[config.mk]
export PLATFORM = sky130hd
export DESIGN_NAME = mem_arbiter
export DESIGN_NICKNAME = d
export VERILOG_FILES = /design/src/rtl/mips_pkg.sv /design/src/rtl/mem_lat_timer.sv /design/src/rtl/mem_arbiter.sv
export SDC_FILE = /design/constraint.sdc
export NUM_CORES = 1
export LEC_CHECK = 0
export CORE_UTILIZATION = 44
export CTS_BUF_LIST = sky130_fd_sc_hd__clkbuf_16
export DETAILED_ROUTE_END_ITERATION = 7
export PLACE_DENSITY = 0.9
export SYNTH_ARGS = -nofsm -noshare
export SYNTH_HDL_FRONTEND = slang
export SYNTH_SLANG_ARGS = --single-unit
[constraint.sdc]
create_clock -name cclk -period 2.5 [get_ports cclk]
set_input_delay 0.75 -clock cclk [delete_from_list [all_inputs] [get_ports cclk]]
set_output_delay 0.75 -clock cclk [all_outputs]
set_load 0.03 [all_outputs]
[src/rtl/mips_pkg.sv]
// Shared encodings for the MIPS core: control-unit states, memory arbiter
// FSM states, bus owner encoding and the latched memory request record.
package mips_pkg;

   typedef enum logic [2:0] {
      CU_FETCH, CU_DECODE, CU_EXEC, CU_MEM, CU_WB
   } cu_state_t;

   typedef enum logic [1:0] {
      ARB_IDLE, ARB_ACCESS, ARB_WAIT, ARB_RESP
   } arb_state_t;

   typedef enum logic {
      OWN_CPU = 1'b0,
      OWN_LDR = 1'b1
   } owner_t;

   typedef struct packed {
      logic        we;
      logic [31:0] addr;
      logic [31:0] wdata;
   } mem_req_t;

   // wide enough for MEM_LAT up to 3
   localparam int LAT_W = 2;

endpackage

[src/rtl/mem_lat_timer.sv]
// Read-latency down-counter: loads MEM_LAT, counts down while enabled and
// flags done on the final count so the caller can capture read data.
module mem_lat_timer
   import mips_pkg::*;
#(
   parameter int MEM_LAT = 1
) (
   input  logic cclk,
   input  logic rstb,
   input  logic load,
   input  logic en,
   output logic done
);

   localparam logic [LAT_W-1:0] LOAD_VAL = LAT_W'(MEM_LAT);

   logic [LAT_W-1:0] cnt;

   always_ff @(posedge cclk or negedge rstb) begin
      if (!rstb)                    cnt <= '0;
      else if (load)                cnt <= LOAD_VAL;
      else if (en && cnt != '0)     cnt <= cnt - 1'b1;
   end

   assign done = (cnt == LAT_W'(1));

endmodule

[src/rtl/mem_arbiter.sv]
// Two-port (CPU / boot loader) single-outstanding memory arbiter.
// Define ARB_ROUND_ROBIN_EN for alternating grants on ties; default is CPU priority.
module mem_arbiter
   import mips_pkg::*;
#(
   parameter int MEM_LAT = 1
) (
   input  logic        cclk,
   input  logic        rstb,
   input  logic        cpu_req,
   input  logic        cpu_we,
   input  logic [31:0] cpu_addr,
   input  logic [31:0] cpu_wdata,
   output logic [31:0] cpu_rdata,
   output logic        cpu_ack,
   input  logic        ldr_req,
   input  logic        ldr_we,
   input  logic [31:0] ldr_addr,
   input  logic [31:0] ldr_wdata,
   output logic [31:0] ldr_rdata,
   output logic        ldr_ack,
   output logic        mem_re,
   output logic        mem_we,
   output logic [31:0] mem_addr,
   output logic [31:0] mem_wdata,
   input  logic [31:0] mem_rdata
);

   arb_state_t  state, state_nxt;
   owner_t      owner;
   mem_req_t    req_q;
   logic [31:0] rd_q, cpu_rd_q, ldr_rd_q;
   logic        grant, grant_ldr, lat_done;

   assign grant = cpu_req || ldr_req;

`ifdef ARB_ROUND_ROBIN_EN
   owner_t last_q;

   // on a tie, the port that did not win last time gets the bus
   assign grant_ldr = ldr_req && (!cpu_req || last_q == OWN_CPU);

   always_ff @(posedge cclk or negedge rstb) begin
      if (!rstb)                          last_q <= OWN_LDR;
      else if (state == ARB_IDLE && grant) last_q <= grant_ldr ? OWN_LDR : OWN_CPU;
   end
`else
   assign grant_ldr = ldr_req && !cpu_req;
`endif

   mem_lat_timer #(.MEM_LAT(MEM_LAT)) u_timer (
      .cclk (cclk),
      .rstb (rstb),
      .load (state == ARB_ACCESS && !req_q.we),
      .en   (state == ARB_WAIT),
      .done (lat_done)
   );

   always_ff @(posedge cclk or negedge rstb) begin
      if (!rstb) state <= ARB_IDLE;
      else       state <= state_nxt;
   end

   always_comb begin
      state_nxt = state;
      mem_re    = 1'b0;
      mem_we    = 1'b0;
      cpu_ack   = 1'b0;
      ldr_ack   = 1'b0;
      case (state)
         ARB_IDLE:   if (grant) state_nxt = ARB_ACCESS;
         ARB_ACCESS: begin
            mem_re    = !req_q.we;
            mem_we    = req_q.we;
            state_nxt = req_q.we ? ARB_RESP : ARB_WAIT;
         end
         ARB_WAIT:   if (lat_done) state_nxt = ARB_RESP;
         ARB_RESP: begin
            cpu_ack   = (owner == OWN_CPU);
            ldr_ack   = (owner == OWN_LDR);
            state_nxt = ARB_IDLE;
         end
         default:    state_nxt = ARB_IDLE;
      endcase
   end

   // request is frozen at grant; inputs are ignored until the next IDLE
   always_ff @(posedge cclk or negedge rstb) begin
      if (!rstb) begin
         owner    <= OWN_CPU;
         req_q    <= '0;
         rd_q     <= '0;
         cpu_rd_q <= '0;
         ldr_rd_q <= '0;
      end else begin
         if (state == ARB_IDLE && grant) begin
            owner <= grant_ldr ? OWN_LDR : OWN_CPU;
            req_q <= grant_ldr ? {ldr_we, ldr_addr, ldr_wdata}
                               : {cpu_we, cpu_addr, cpu_wdata};
         end
         if (state == ARB_WAIT && lat_done) rd_q <= mem_rdata;
         if (state == ARB_RESP) begin
            if (owner == OWN_CPU) cpu_rd_q <= rd_q;
            else                  ldr_rd_q <= rd_q;
         end
      end
   end

   assign cpu_rdata = cpu_ack ? rd_q : cpu_rd_q;
   assign ldr_rdata = ldr_ack ? rd_q : ldr_rd_q;
   assign mem_addr  = req_q.addr;
   assign mem_wdata = req_q.wdata;

endmodule
==> reports/results.ini <==
[logic_synthesis]
synth-async-reset-ratio_pct=100
synthFlopType=dfrtp_1
synth_area_leaders=dfrtp_1 54%, mux2_2 19%, mux2i_1 8.4%
synth_edf_count=0
syn_nets=792
yosysUniqueCellTypes=25
synth_area_leader_cell=dfrtp_1
yosysSeqAreaShare_pct=53.7
syn_area_sq_um=7740
syn_inst=620
synth_seq_cells=166
synth_top_area_share_pct=53.7
avgSynthCellArea_sq_um=12.5
yosys_warnings=0

[placement]
gp_congestion=0.771
dp_hpwl_um=13900
dp.cells=1078
pre_cts_ws_ns=-0.122
io_buffers=297

[clock_tree]
cts_hold_buf=0
cts.sinks=166
clk_path_buf_depth=2
cts_tree=done
clkTransAtPathRegs_ns=0.07
cts-root-buf=clkbuf_16
htreeDepth=4
clk_latency_ns=0.43
cts_inserted_buffers=17

[critical_path]
worst-endpoint-arrival_ns=1.92
cpMaxStageDelayCell=dfrtp_1
slowest_delay_ns=0.41
path_cells=ha_4, nand2b_4, buf_12, buf_16, mux2_4, buf_6
crit_type=register to output pin
setup.worst_path.end_class=output pin
critPathMaxFanout=5
startpoint_type=register
critPathRequiredTime_ns=1.75

[global_route]
grt_pass1_vias=5888
grt_start_max_net_pins=56
overflow=0
grt_pass1_wl_um=32900
antenna_found_initial=0
grt_util_all_layers_pct=24.4

[sta]
fin_skew_ns=0.00849
slew_viol_final=0
slew-limit-headroom_pct=68.7
period_minus_slack_ns=2.67
hold_ws_ns=0.249
timing.final.crit_share_pct=107
tightestPinTransition_ns=0.469
setup_ws_ns=-0.166
setup_violations=63
finalHoldViolCount=0
fmax_mhz=375
rsz0062_at_grt=true

[drt]
drt_wl_total_um=21900
drc=0
dr.pass1.iters=4
wl_per_cell_um=19.2
drtIter0Drc=175
vias=5649
avgViaCountPerCell=4.95
drtAntennaViolNets=0

[final_layout]
fin_nets=1075
areaGrowthSynthToFinish_pct=56.3
drive_above_1_share_pct=32.8
finalNonFillerCells=1141
most-common-layout-cells=228 x clkdlybuf4s50_1, 165 x dfrtp_1, 70 x buf_6
fill_cells=1146
antenna_cells=0
final_common_cell=clkdlybuf4s50_1

[worst_hold_path]
hold_class=primary input to async pin

[power_and_ir_drop]
leakage_nw=5.54
max-vdd-ir-drop_mv=1.24
p_per_area_nw_per_um2=1550

[floorplanning]
num_io_pins=298
die_x_um=135
fp.dieH_um=135
core_area_sq_um=17200
placement_rows=48
start_util_pct=44.9
die_area_sq_um=18100

[run_status]
status=complete, but fails checks
failed_checks=setup timing

[run]
cap_violations=0

worst paths after layout:
check                                    from       endpoint  slack, ns  cells past startpoint
worst max-delay path                 state[1]  cpu_rdata[15]      -0.17                      6
worst min-delay path                     rstb   cpu_rd_q[24]       0.25                      1
worst max register to register       state[0]        rd_q[7]       0.62                      7
worst min register to register  mem_wdata[29]  mem_wdata[29]       0.48                      2
max in group asynchronous                rstb  mem_wdata[14]       1.57                      2
min in group cclk               mem_wdata[29]  mem_wdata[29]       0.48                      2
Yosys cell counts (all sizes together), types with 2 or more instances:
cell	n
inv	6
nor2	3
ha	6
mux2i	65
nand2b	2
buf	92
a21oi	3
mux2	128
dfrtp	166
clkbuf	6
nor2b	4
nand2	67
o21ai	66
where the power goes:
| part | internal [W] | total (W) | switching, W |
|---|---|---|---|
| Combinational | 0.00546 | 0.0109 | 0.00548 |
| Sequential | 0.00407 | 0.00499 | 0.000922 |
| Clock | 0.00160 | 0.00279 | 0.00119 |
worst max-delay path, delay by kind of cell, from the launching register on:
| kind | cells | cell delay (ns) |
|---|---|---|
| fa+ha+maj | 1 | 0.20 |
| mux | 1 | 0.32 |
| flops | 1 | 0.41 |
| buf+inv | 3 | 0.41 |
| simple gates | 1 | 0.14 |
per-layer routing:
layer | up-vias | GRT usage (%) | share of wire (%)
met3 | 53 | 7.02 | 6.4
met4 | 0 | 9.49 | 3.5
li1 | 2634 | - | -
met2 | 242 | 45.0 | 53
met1 | 2720 | 26.1 | 37
met5 | - | 0 | 0
timing repair:
action	in CTS	in global routing
pin swaps	2	1
buffers inserted	18	8
resized for setup	475	12
setup endpoints to repair	68	66
gates cloned	6	1
stage by stage:
step	util (%)	cell area (sq um)	setup TNS, ns	total power [W]
after floorplan	-	7740	0	0.0108
after global placement	61.8	10700	-4.17	0.0137
after detailed placement	61.8	10700	-5.01	0.0140
after CTS	69.7	12000	-6.71	0.0184
after global routing	70.2	12100	-9.93	0.0195
final	70.2	12100	-6.01	0.0187
sequential cells by signal, indices dropped and copies added, names as in the netlist:
signal       cells
cpu_rd_q        32
ldr_rd_q        32
mem_addr        32
mem_wdata       32
owner            1
rd_q            32
req_q            1
state            2
u_timer.cnt      2
logic make-up after synthesis:
family          count (synthesis)  synth area share (%)
mux                           193                  27.0
compound gates                 71                  4.67
simple gates                   79                  4.15
buf+inv                       104                  9.41
xor+xnor                        1                 0.113
flops                         166                  53.7
fa+ha+maj                       6                 0.970
layout make-up:
cell class	count	area, sq um	area share [%]
clock buffers	17	425	3.52
clock inverters	15	190	1.57
inverters	6	22.5	0.186
multi-input cells	350	3150	26.0
flip-flops and latches	166	4160	34.3
well taps	225	282	2.33
repair buffers	362	3880	32.1
No activity file was read; power rests on OpenSTA's default activity.
